`config.mk`:
```
export PLATFORM = sky130hd
export DESIGN_NAME = mem_rd_arb
export DESIGN_NICKNAME = d
export VERILOG_FILES = /design/src/rtl/acc_pkg.sv /design/src/rtl/arb_tag_fifo.sv /design/src/rtl/mem_rd_arb.sv
export SDC_FILE = /design/constraint.sdc
export NUM_CORES = 1
export LEC_CHECK = 0
export BUFFER_PORTS_ARGS = -buffer_cell sky130_fd_sc_hd__clkbuf_2
export CAP_MARGIN = 20
export CORE_AREA = 4 4 116 118
export CTS_CLUSTER_SIZE = 25
export DETAILED_ROUTE_END_ITERATION = 16
export DIE_AREA = 0 0 120 122
export PLACE_DENSITY = 0.69
export SLEW_MARGIN = 20
export SYNTH_ARGS = -nofsm -noshare
export SYNTH_HDL_FRONTEND = slang
export SYNTH_SLANG_ARGS = --single-unit
```
`constraint.sdc`:
```
create_clock -name clk -period 3.7 [get_ports clk]
set_input_delay 0.74 -clock clk [delete_from_list [all_inputs] [get_ports clk]]
set_output_delay 0.74 -clock clk [all_outputs]
set_load 0.05 [all_outputs]
```
`src/rtl/acc_pkg.sv`:
```
// Shared accelerator definitions: default bus widths and the requester tags
// used to steer memory read responses.
package acc_pkg;

    localparam int ADDR_W_DFLT = 32;
    localparam int DATA_W_DFLT = 32;

    typedef enum logic {
        TAG_WEIGHT = 1'b0,
        TAG_FMAP   = 1'b1
    } tag_e;

endpackage

```
`src/rtl/arb_tag_fifo.sv`:
```
// In-order FIFO of requester tags, one entry per outstanding memory read.
// The occupancy count covers issued-but-unanswered reads.
module arb_tag_fifo
    import acc_pkg::*;
#(
    parameter int DEPTH = 8
) (
    input  logic                     clk,
    input  logic                     rst_n,
    input  logic                     push_i,
    input  tag_e                     tag_i,
    input  logic                     pop_i,
    output tag_e                     head_o,
    output logic                     empty_o,
    output logic                     full_o,
    output logic [$clog2(DEPTH):0]   cnt_o
);

    localparam int PTR_W = $clog2(DEPTH);
    localparam logic [PTR_W:0] DEPTH_C = (PTR_W + 1)'(DEPTH);

    tag_e             mem_q [DEPTH];
    logic [PTR_W-1:0] wr_ptr_q;
    logic [PTR_W-1:0] rd_ptr_q;
    logic [PTR_W:0]   cnt_q;

    // NOTE: the storage array has no reset; entries are only read behind a
    // non-zero count, so resetting the pointers and count is sufficient.
    always_ff @(posedge clk) begin
        if (push_i) begin
            mem_q[wr_ptr_q] <= tag_i;
        end
    end

    // NOTE: state registers use non-blocking assignments so every flop
    // samples the pre-edge values of its neighbours.
    always_ff @(posedge clk or negedge rst_n) begin
        if (!rst_n) begin
            wr_ptr_q <= '0;
            rd_ptr_q <= '0;
            cnt_q    <= '0;
        end else begin
            if (push_i) begin
                wr_ptr_q <= wr_ptr_q + 1'b1;
            end
            if (pop_i) begin
                rd_ptr_q <= rd_ptr_q + 1'b1;
            end
            case ({push_i, pop_i})
                2'b10:   cnt_q <= cnt_q + 1'b1;
                2'b01:   cnt_q <= cnt_q - 1'b1;
                default: cnt_q <= cnt_q;
            endcase
        end
    end

    assign head_o  = mem_q[rd_ptr_q];
    assign empty_o = (cnt_q == '0);
    assign full_o  = (cnt_q == DEPTH_C);
    assign cnt_o   = cnt_q;

endmodule

```
`src/rtl/mem_rd_arb.sv`:
```
// Round-robin arbiter sharing the memory read port between the weight and
// fmap BIUs; responses are steered back in order using a tag FIFO.
module mem_rd_arb
    import acc_pkg::*;
#(
    parameter int ADDR_W = ADDR_W_DFLT,
    parameter int DATA_W = DATA_W_DFLT,
    parameter int OUTSTD = 8
) (
    input  logic              clk,
    input  logic              rst_n,

    input  logic [ADDR_W-1:0] weight_biu2arb_addr,
    input  logic              weight_biu2arb_vld,
    output logic              weight_biu2arb_rdy,
    output logic [ADDR_W-1:0] arb2weight_biu_addr,
    output logic [DATA_W-1:0] arb2weight_biu_data,
    output logic              arb2weight_biu_vld,
    input  logic              arb2weight_biu_rdy,

    input  logic [ADDR_W-1:0] fmap_biu2arb_addr,
    input  logic              fmap_biu2arb_vld,
    output logic              fmap_biu2arb_rdy,
    output logic [ADDR_W-1:0] arb2fmap_biu_addr,
    output logic [DATA_W-1:0] arb2fmap_biu_data,
    output logic              arb2fmap_biu_vld,
    input  logic              arb2fmap_biu_rdy,

    output logic [ADDR_W-1:0] arb2mem_addr,
    output logic              arb2mem_vld,
    input  logic              arb2mem_rdy,
    input  logic [ADDR_W-1:0] mem2arb_addr,
    input  logic [DATA_W-1:0] mem2arb_data,
    input  logic              mem2arb_vld,
    output logic              mem2arb_rdy,

    output logic              arb_idle
);

    localparam int CNT_W = $clog2(OUTSTD) + 1;

    logic [ADDR_W-1:0] mem_addr_q, mem_addr_d;
    logic              mem_vld_q, mem_vld_d;
    tag_e              last_q, last_d;

    tag_e              winner;
    logic              slot_free, can_issue, grant, pop;
    tag_e              head;
    logic              empty, full;
    logic [CNT_W-1:0]  cnt;

    // NOTE: give every always_comb output a default first so no path
    // through the block leaves it unassigned and infers a latch.
    always_comb begin
        winner = TAG_WEIGHT;
        if (weight_biu2arb_vld && fmap_biu2arb_vld) begin
            winner = (last_q == TAG_WEIGHT) ? TAG_FMAP : TAG_WEIGHT;
        end else if (fmap_biu2arb_vld) begin
            winner = TAG_FMAP;
        end
    end

    // The count is registered, so a response popped this cycle frees space next cycle.
    assign slot_free = !mem_vld_q || arb2mem_rdy;
    assign can_issue = slot_free && !full;
    assign grant     = can_issue && (weight_biu2arb_vld || fmap_biu2arb_vld);

    assign weight_biu2arb_rdy = can_issue && weight_biu2arb_vld && (winner == TAG_WEIGHT);
    assign fmap_biu2arb_rdy   = can_issue && fmap_biu2arb_vld && (winner == TAG_FMAP);

    always_comb begin
        mem_addr_d = mem_addr_q;
        mem_vld_d  = mem_vld_q;
        last_d     = last_q;
        if (grant) begin
            mem_addr_d = (winner == TAG_FMAP) ? fmap_biu2arb_addr : weight_biu2arb_addr;
            mem_vld_d  = 1'b1;
            last_d     = winner;
        end else if (arb2mem_rdy) begin
            mem_vld_d  = 1'b0;
        end
    end

    // Pointer resets to fmap so the weight requester wins the first conflict.
    always_ff @(posedge clk or negedge rst_n) begin
        if (!rst_n) begin
            mem_addr_q <= '0;
            mem_vld_q  <= 1'b0;
            last_q     <= TAG_FMAP;
        end else begin
            mem_addr_q <= mem_addr_d;
            mem_vld_q  <= mem_vld_d;
            last_q     <= last_d;
        end
    end

    arb_tag_fifo #(
        .DEPTH (OUTSTD)
    ) u_tag_fifo (
        .clk     (clk),
        .rst_n   (rst_n),
        .push_i  (grant),
        .tag_i   (winner),
        .pop_i   (pop),
        .head_o  (head),
        .empty_o (empty),
        .full_o  (full),
        .cnt_o   (cnt)
    );

    assign mem2arb_rdy = !empty && ((head == TAG_FMAP) ? arb2fmap_biu_rdy : arb2weight_biu_rdy);
    assign pop         = mem2arb_vld && mem2arb_rdy;

    assign arb2weight_biu_vld  = mem2arb_vld && !empty && (head == TAG_WEIGHT);
    assign arb2fmap_biu_vld    = mem2arb_vld && !empty && (head == TAG_FMAP);
    assign arb2weight_biu_addr = mem2arb_addr;
    assign arb2weight_biu_data = mem2arb_data;
    assign arb2fmap_biu_addr   = mem2arb_addr;
    assign arb2fmap_biu_data   = mem2arb_data;

    assign arb2mem_addr = mem_addr_q;
    assign arb2mem_vld  = mem_vld_q;
    assign arb_idle     = !mem_vld_q && (cnt == '0);

endmodule
```
==> flow_summary_export.csv, run 1 <==
group,metric,value,unit
routing,post-route-drc-count,0,
floorplanning,coreArea,0.0125,mm^2
routing,routedWlPerCell,13.2,um
power,power_switching,1.58,mW
setup_path,startpoint,"u_tag_fifo.rd_ptr_q[0]",
clock_network,cts_sinks,52,
setup_path,cp_num_buf_inv,0,
layout,nFillCells,1295,
setup_path,cpPeakStageDelay,0.59,ns
setup_path,regToRegStartpoint,"u_tag_fifo.rd_ptr_q[0]",
sta,worst_pin_slew,0.622,ns
logic_synthesis,synth_warnings,0,
power,p_int,1.56,mW
setup_path,crit_path_max_fanout,4,
place,hpwl,5370,um
logic_synthesis,synth.distinct_cells,34,
logic_synthesis,ys_ff_latch,52,
clock_network,ctsHoldBuffers,0,
layout,antenna_cells,0,
place,globalplace.congestion,0.746,
layout,drive_gt1_frac,0.378,
global_route,grt_pass1_vias,2126,
global_route,grt_overflow_total,0,
logic_synthesis,synth.avg_cell_area,9.79,um^2
clock_network,postCtsSetupRepairBufs,0,
floorplanning,start_util,0.277,
sta,setup-tns-final,0,ns
power,p_seq_frac,0.329,
setup_path,required,3.89,ns
floorplanning,die_area,0.0146,mm^2
floorplanning,die_h,122,um
power,power.share.clock,0.154,
global_route,grt_pass1_wl,10300,um
sta,slew_violations,0,
routing,ant_nets,0,
setup_path,critPathTopFamily,"multiplexers",
routing,wl,6670,um
setup_path,reg2regPathDepth,10,
power,switching_share,0.504,
clock_network,cts-root-buf,"clkbuf_16",
sta,finalHoldViolations,0,
flow_run,cap_viol_max_count,0,
setup_path,reg2reg_to,"u_tag_fifo.cnt_o[3]",
power,leakage,1.65,nW
setup_path,critical_path_arrival,3.07,ns
floorplanning,io_pins,303,
clock_network,cts_tree,"done",
logic_synthesis,syn_inst,353,
global_route,grt_max_degree,73,
clock_network,numCtsBuffers,5,
floorplanning,rows,41,
place,io_buffers,110,
sta,rsz0062_at_grt,"no",
global_route,grt_antenna_before_repair,0,
logic_synthesis,netlist_area,0.00346,mm^2
power,p_comb_frac,0.518,
floorplanning,die_w,120,um
setup_path,crit_chain,"mux4_1 > mux2_4 > mux2i_4 > ha_1 > ha_1 > a21o_1 > a21oi_1 > xnor2_1 > nor2_1 > xor2_1",
global_route,grt_usage,0.0893,
run_status,status,"finished clean",
sta,setup_viol,0,
logic_synthesis,synth_seq_area_share,0.388,
power,ir_drop,0.000467,V
sta,finalClockSkew,0.00434,ns
layout,final_util,0.272,
sta,post-route-period-util,0.779,
layout,nNetsFinal,474,
clock_network,cts-resized-gates,0,
setup_path,worstSetupStartpointType,"flip-flop",
sta,slew_headroom,0.585,
setup_path,crit_path_end_kind,"flip-flop",
setup_path,reg2reg_slack,0.82,ns
setup_path,cp.depth,10,
clock_network,cts_buffer_depth,2,
sta,max_freq,347,MHz
routing,dr.pass1.iters,4,
power,power,3.15,mW
power,power_density,927,mW/mm^2
clock_network,insertion_delay,0.30,ns
routing,vias,2101,
sta,min_period,2.88,ns
hold_path,worst_hold_path_type,"in2async",
logic_synthesis,synthesis.nets,495,
routing,viasPerCell,4.16,
layout,area_growth,-1.81,%
setup_path,path_class,"reg2reg",
setup_path,cp_slowest_cell,"mux4_1",
setup_path,path_common_cell,"ha_1",
clock_network,cts.htree.levels,2,
clock_network,path_clk_slew,0.07,ns
setup_path,crit_end,"u_tag_fifo.cnt_o[3]",
routing,drt_iter0_drc,48,
layout by cell type (no fill, tap or decap), types with 2 or more instances in the layout:
master	n
clkbuf_2	109
nand2_1	44
dfrtp_1	43
o21ai_0	34
mux2i_1	33
edfxtp_1	8
nor2_1	5
xnor2_1	5
ha_1	5
clkbuf_16	5
inv_1	3
nor3_1	3
xor2_1	3
nand3_1	2
mux4_1	2
mux2_4	2
a21oi_1	2
nor3b_1	2
nor4b_1	2
a21o_1	2
buf_4	2
metal layers:
layer,global-route usage,up-vias,routed length [um]
li1,-,996,-
met4,0.0573,0,318
met5,0,-,0
met2,0.142,149,3030
met3,0.0390,40,756
met1,0.0978,916,2560
worst min path at each step:
stage | start | end
final | rst_n | arb2mem_addr[4]
after global routing | arb2mem_addr[29] | arb2mem_addr[29]
after CTS | rst_n | arb2mem_addr[4]
after detailed placement | arb2mem_addr[29] | arb2mem_addr[29]
after global placement | arb2mem_addr[19] | arb2mem_addr[19]
after floorplan | rst_n | arb2mem_addr[0]
area by class of cell:
type                       count  area (um^2)  area share
sequential                    52         1340       0.396
multi-input combinational    157         1100       0.324
timing repair buffer         112          568       0.167
tap                          172          215      0.0634
clock buffer                   5          125      0.0369
clock inverter                 3         27.5     0.00811
inverter                       4         15.0     0.00442
power by group through the flow:
stage / combinational (mW) / clock, mW / sequential (mW)
global route: 1.76 / 0.525 / 1.07
CTS: 1.65 / 0.501 / 1.03
detailed placement: 1.65 / 0 / 1.04
floorplan: 1.05 / 0 / 1.60
finish: 1.63 / 0.484 / 1.03
global placement: 1.61 / 0 / 1.03
per-stage QoR:
step / area [um^2] / cells / worst slack, ns / hold WS [ns]
5_1_grt: 3390 / 505 / 0.679 / 0.501
3_3_place_gp: 3240 / 497 / 0.893 / 0.464
3_5_place_dp: 3240 / 497 / 0.815 / 0.473
4_1_cts: 3390 / 505 / 0.807 / 0.489
2_1_floorplan: 3460 / 353 / 0.629 / 0.444
6_report: 3390 / 505 / 0.819 / 0.483
sequential cells by signal (all words and copies together) (netlist names):
| name | count |
|---|---|
| arb2mem_addr | 32 |
| arb2mem_vld | 1 |
| last_q | 1 |
| u_tag_fifo.cnt_o | 4 |
| u_tag_fifo.mem_q | 8 |
| u_tag_fifo.rd_ptr_q | 3 |
| u_tag_fifo.wr_ptr_q | 3 |
synth_stat cells:
cell type	instances	area (um^2)
mux4_1	2	52.6
a21boi_0	2	15.0
and3b_1	1	8.76
xor2_1	3	26.3
o21ai_0	34	170
mux2i_1	33	330
buf_2	3	15.0
mux2_4	2	30.0
and2_1	1	6.26
nor4_1	1	6.26
nand2_1	44	165
inv_1	3	11.3
inv_2	1	3.75
o21a_1	1	7.51
nand3_1	2	10.0
a21oi_1	2	10.0
clkbuf_1	7	26.3
dfrtp_1	43	1080
nor2b_1	1	6.26
ha_1	5	62.6
mux2i_4	1	22.5
buf_1	2	7.51
nor3_1	3	15.0
buf_4	128	961
nor2_1	5	18.8
xnor2_1	5	43.8
nor3b_1	2	15.0
or4_1	1	7.51
nor4b_1	2	17.5
dfstp_2	1	26.3
a21o_1	2	15.0
nand2b_1	1	6.26
fa_1	1	20.0
edfxtp_1	8	240
logic make-up after synthesis:
group	Yosys count	share of synthesized area
buf+inv	144	0.297
simple gates	64	0.0818
flops	52	0.388
compound gates	41	0.0630
mux	38	0.126
xor+xnor	8	0.0203
fa+ha+maj	6	0.0239
worst register-to-register path, stage by stage (launching register included):
cell and delay (ns):
dfrtp_1 0.42, mux4_1 0.59, mux2_4 0.32, mux2i_4 0.24, ha_1 0.24, ha_1 0.25, a21o_1 0.17, a21oi_1 0.18
xnor2_1 0.15, nor2_1 0.07, xor2_1 0.14
No activity file was read; power rests on OpenSTA's default activity.
==> run 2: changes to the inputs <==
- PLACE_DENSITY: 0.69 -> 0.71
- clock period: 3.7 -> 2.3 ns (I/O delays scaled with it)
==> flow_summary_export.csv, run 2 (synthesis gave the netlist of run 1 again) <==
group,metric,value,unit
setup_path,critPathTopFamily,"multiplexers",
routing,post-route-drc-count,0,
sta,finalClockSkew,0.00327,ns
floorplanning,coreArea,0.0125,mm^2
sta,rsz0062_at_grt,"yes",
routing,dr.pass1.iters,3,
layout,layout_commonest_cell,"clkbuf_2",
clock_network,insertion_delay,0.29,ns
layout,nFillCells,1304,
sta,slew_headroom,0.464,
setup_path,cp_num_buf_inv,0,
layout,antenna_cells,0,
sta,worst_pin_slew,0.804,ns
layout,area_growth,6.81,%
power,ir_drop,0.000659,V
floorplanning,start_util,0.277,
run_status,violations,"negative setup slack",
sta,max_freq,388,MHz
clock_network,cts_tree,"done",
routing,drt_iter0_drc,63,
place,place_area,0.00341,mm^2
sta,post-route-period-util,1.12,
power,p_int,2.93,mW
clock_network,cts-root-buf,"clkbuf_16",
setup_path,crit_path_max_fanout,3,
place,io_buffers,110,
sta,setup-tns-final,-1.23,ns
floorplanning,die_w,120,um
power,power_density,1530,mW/mm^2
layout,final_util,0.296,
clock_network,cts.htree.levels,2,
routing,viasPerCell,4.21,
clock_network,cts_sinks,52,
setup_path,path_class,"reg2reg",
power,p_comb_frac,0.570,
layout,design_area,0.00369,mm^2
setup_path,path_common_cell,"ha_4",
layout,layout_common_cells,"106 x clkbuf_2, 43 x nand2_1, 42 x dfrtp_1",
setup_path,cpPeakStageDelay,0.54,ns
setup_path,required,2.48,ns
floorplanning,die_h,122,um
routing,ant_nets,0,
routing,wl,7730,um
global_route,grt_pass1_vias,2365,
clock_network,numCtsBuffers,5,
sta,setup_ws,-0.280,ns
hold_path,worst_hold_path_type,"in2async",
place,globalplace.congestion,0.703,
clock_network,path_clk_slew,0.07,ns
global_route,grt_pass1_wl,11900,um
sta,min_period,2.58,ns
place,hpwl,5890,um
setup_path,worstSetupStartpointType,"flip-flop",
sta,slew_violations,0,
place,dp.cells,513,
flow_run,cap_viol_max_count,0,
setup_path,critical_path_arrival,2.76,ns
global_route,grt_max_degree,53,
power,power_switching,2.71,mW
layout,finalNonFillerCells,527,
setup_path,crit_path_end_kind,"flip-flop",
setup_path,crit_chain,"mux4_2 > mux2_4 > mux2i_4 > ha_4 > ha_4 > a21o_1 > a21oi_2 > xnor2_1 > nor2_1 > xor2_1",
global_route,grt_antenna_before_repair,0,
run_status,status,"complete, but fails checks",
floorplanning,io_pins,303,
layout,drive_gt1_frac,0.459,
power,switching_share,0.480,
layout,nNetsFinal,496,
routing,routedWlPerCell,14.7,um
floorplanning,die_area,0.0146,mm^2
global_route,grt_overflow_total,0,
power,p_seq_frac,0.291,
floorplanning,rows,41,
power,power.share.clock,0.140,
routing,vias,2218,
setup_path,cp_slowest_cell,"mux4_2",
clock_network,ctsHoldBuffers,0,
power,leakage,1.77,nW
sta,setup_viol,5,
layout,largest_reg_flops,32,
sta,finalHoldViolations,0,
clock_network,cts_buffer_depth,2,
global_route,grt_usage,0.104,
run 2: changes by cell type in the layout (fill, tap and decap cells not counted), sizes merged:
cell	change
clkinv	-1
clkbuf	-3
buf	+26
run 2: power by group through the flow:
stage | Sequential [mW] | Clock [mW] | Combinational (mW)
after floorplan | 2.58 | 0 | 1.74
after global placement | 1.62 | 0 | 2.88
after detailed placement | 1.65 | 0 | 2.96
after CTS | 1.64 | 0.817 | 3.00
after global routing | 1.70 | 0.844 | 3.44
final | 1.64 | 0.787 | 3.21
run 2: metrics by stage:
step	total power, mW	worst slack [ns]	hold slack, ns
6_report	5.64	-0.280	0.241
5_1_grt	5.98	-0.404	0.313
4_1_cts	5.46	-0.261	0.277
3_5_place_dp	4.61	-0.249	0.476
3_3_place_gp	4.50	-0.227	0.465
2_1_floorplan	4.32	-0.262	0.164
run 2: per-layer routing:
metal / GRT usage / vias up / wire, um
li1: - / 1035 / -
met1: 0.112 / 1044 / 2890
met2: 0.178 / 102 / 3910
met3: 0.0422 / 37 / 670
met4: 0.0508 / 0 / 261
met5: 0 / - / 0
run 2: cell type report:
| cell class | instances | area (um^2) | share of cell area |
|---|---|---|---|
| Clock buffer | 6 | 139 | 0.0376 |
| Clock inverter | 2 | 13.8 | 0.00373 |
| Inverter | 4 | 17.5 | 0.00475 |
| Multi-Input combinational cell | 157 | 1170 | 0.317 |
| Sequential cell | 52 | 1340 | 0.364 |
| Tap cell | 172 | 215 | 0.0583 |
| Timing Repair Buffer | 134 | 792 | 0.215 |
run 2: path summary, 6_finish.rpt:
check	start	to	slack, ns	cells past startpoint
min in group clk	weight_biu2arb_addr[27]	arb2mem_addr[27]	0.45	3
setup reg to reg	u_tag_fifo.rd_ptr_q[0]	u_tag_fifo.cnt_o[3]	-0.28	10
hold / removal	rst_n	u_tag_fifo.rd_ptr_q[1]	0.24	1
hold reg to reg	arb2mem_addr[18]	arb2mem_addr[18]	0.49	2
setup / recovery	u_tag_fifo.rd_ptr_q[0]	u_tag_fifo.cnt_o[3]	-0.28	10
max in group asynchronous	rst_n	arb2mem_addr[16]	1.42	2
run 2: worst reg2reg max path, delay by kind of cell, from the launching register on:
family | cells | cell delay [ns]
and+or+nand+nor | 1 | 0.06
muxes | 3 | 1.06
DFF | 1 | 0.41
AOI/OAI and AO/OA | 2 | 0.30
xor gates and xnor gates | 2 | 0.26
adders and majority gates | 2 | 0.38
run 2: timing repair:
item,in CTS,in global routing
resized for setup,5,20
pin swaps,0,6
setup buffers,0,6
setup endpoints to repair,5,31
==> run 3: changes to the inputs <==
- CELL_PAD_IN_SITES_DETAIL_PLACEMENT: default -> 1
- CELL_PAD_IN_SITES_GLOBAL_PLACEMENT: default -> 1
- CORE_AREA: 4 4 116 118 -> default
- CORE_MARGIN: default -> 4
- CORE_UTILIZATION: default -> 23
- DIE_AREA: 0 0 120 122 -> default
- PLACE_DENSITY: 0.71 -> 0.83
==> flow_summary_export.csv, run 3 (synthesis gave the netlist of run 1 again) <==
group,metric,value,unit
layout,largest_reg_flops,32,
sta,min_period,2.60,ns
setup_path,crit_path_max_fanout,3,
power,power.share.clock,0.138,
global_route,grt_util_met2,0.157,
clock_network,numCtsBuffers,5,
clock_network,cts.htree.levels,2,
power,p_seq_frac,0.296,
routing,ant_nets,0,
global_route,grt_pass1_wl,11900,um
layout,regArea,0.00134,mm^2
power,power_density,1520,mW/mm^2
power,p_int,2.83,mW
clock_network,path_clk_slew,0.07,ns
sta,finalClockSkew,0.00432,ns
power,power_switching,2.70,mW
sta,setup_viol,5,
sta,slew_headroom,0.650,
power,p_comb_frac,0.566,
floorplanning,start_util,0.236,
sta,finalHoldViolations,0,
run_status,status,"complete, but fails checks",
floorplanning,die_h,131,um
setup_path,required,2.49,ns
power,leakage,1.75,nW
routing,vias,2206,
setup_path,regToRegStartpoint,"u_tag_fifo.rd_ptr_q[0]",
layout,nFillCells,1717,
global_route,grt_pass1_vias,2448,
sta,rsz0062_at_grt,"yes",
global_route,grt_overflow_total,0,
clock_network,cts_buffer_depth,2,
floorplanning,rows,44,
sta,setup_ws,-0.302,ns
layout,multi_input_area,0.00114,mm^2
clock_network,cts-root-buf,"clkbuf_16",
routing,viasPerCell,4.12,
power,ir_drop,0.000533,V
layout,antenna_cells,0,
global_route,grt_antenna_before_repair,0,
floorplanning,die_w,131,um
layout,nNetsFinal,493,
routing,routedWlPerCell,14.5,um
global_route,grt_max_degree,53,
global_route,use_met3,0.0386,
power,switching_share,0.489,
power,power,5.53,mW
clock_network,cts_sinks,52,
sta,post-route-period-util,1.13,
routing,post-route-drc-count,0,
clock_network,cts_tree,"done",
layout,area_growth,5.61,%
sta,worst_pin_slew,0.525,ns
layout,drive_gt1_frac,0.446,
setup_path,crit_path_end_kind,"flip-flop",
setup_path,critical_path_arrival,2.79,ns
floorplanning,io_pins,303,
setup_path,reg2reg_to,"u_tag_fifo.cnt_o[3]",
clock_network,ctsHoldBuffers,0,
routing,wl,7750,um
setup_path,path_class,"reg2reg",
floorplanning,coreArea,0.0146,mm^2
place,globalplace.congestion,0.713,
place,io_buffers,110,
routing,dr.pass1.iters,3,
layout,layout_common_cells,"107 x clkbuf_2, 42 x nand2_1, 42 x dfrtp_1",
global_route,grt_util_met1,0.0923,
layout,layout_commonest_cell,"clkbuf_2",
routing,drt_iter0_drc,18,
run_status,violations,"negative setup slack",
clock_network,insertion_delay,0.30,ns
setup_path,reg2regPathDepth,10,
setup_path,reg2reg_slack,-0.30,ns
flow_run,cap_viol_max_count,0,
sta,max_freq,384,MHz
global_route,gr-max-usage-layer,"met2",
floorplanning,die_area,0.0170,mm^2
setup_path,worstSetupStartpointType,"flip-flop",
global_route,grt_usage,0.0904,
place,dpl_worst_slack,-0.327,ns
sta,slew_violations,0,
hold_path,worst_hold_path_type,"in2async",
place,hpwl,6040,um
==> run 3: critical path, stage by stage, from the launching register on <==
cell and delay (ns):
dfrtp_1 0.41, mux4_2 0.53, mux2_4 0.31, mux2i_4 0.20, ha_4 0.18, ha_4 0.20
a21o_1 0.16, a21oi_2 0.14, xnor2_1 0.14, nor2_1 0.07, xor2_1 0.14
==> run 3: metrics by stage <==
stage               setup TNS (ns)  hold slack, ns  instance area (um^2)  cells   util
finish                       -1.23           0.125                  3650    536  0.249
global route                 -1.76           0.149                  3650    536  0.249
CTS                          -1.24           0.134                  3620    534  0.247
detailed placement          -0.688           0.468                  3410    523  0.233
global placement            -0.395           0.459                  3410    523  0.233
floorplan                   -0.630           0.164                  3480    353      -
==> run 3: cell type report <==
| class | count | area share |
|---|---|---|
| timing repair buffer | 131 | 0.211 |
| clock buffer | 5 | 0.0343 |
| sequential | 52 | 0.368 |
| multi-input combinational | 157 | 0.313 |
| clock inverter | 3 | 0.00514 |
| tap | 184 | 0.0631 |
| inverter | 4 | 0.00480 |
==> run 3: worst max-delay path by stage <==
stage / start / to / slack (ns) / cells past startpoint
finish: u_tag_fifo.rd_ptr_q[0] / u_tag_fifo.cnt_o[3] / -0.30 / 10
global placement: u_tag_fifo.rd_ptr_q[0] / u_tag_fifo.cnt_o[3] / -0.24 / 10
floorplan: u_tag_fifo.rd_ptr_q[0] / u_tag_fifo.cnt_o[3] / -0.26 / 10
global route: u_tag_fifo.rd_ptr_q[0] / u_tag_fifo.cnt_o[3] / -0.44 / 10
CTS: u_tag_fifo.rd_ptr_q[0] / u_tag_fifo.cnt_o[3] / -0.32 / 10
detailed placement: u_tag_fifo.rd_ptr_q[0] / u_tag_fifo.cnt_o[3] / -0.33 / 10
==> run 3: timing repair <==
action / 4_1_cts / 5_1_grt
setup endpoints to repair: 5 / 34
setup buffers: 3 / 2
resized for setup: 12 / 11
pin swaps: 0 / 3
==> run 3: layer usage <==
layer	up-vias	part of all wire	routed length [um]
met3	41	0.094	725
li1	1035	-	-
met5	-	0	0
met2	106	0.51	3930
met4	0	0.030	236
met1	1024	0.37	2860
==> run 3: power by group through the flow <==
stage | combinational, mW | clock (mW) | sequential (mW)
global route | 3.36 | 0.830 | 1.70
CTS | 3.10 | 0.797 | 1.65
global placement | 2.87 | 0 | 1.62
floorplan | 1.74 | 0 | 2.58
detailed placement | 2.97 | 0 | 1.66
finish | 3.13 | 0.763 | 1.64
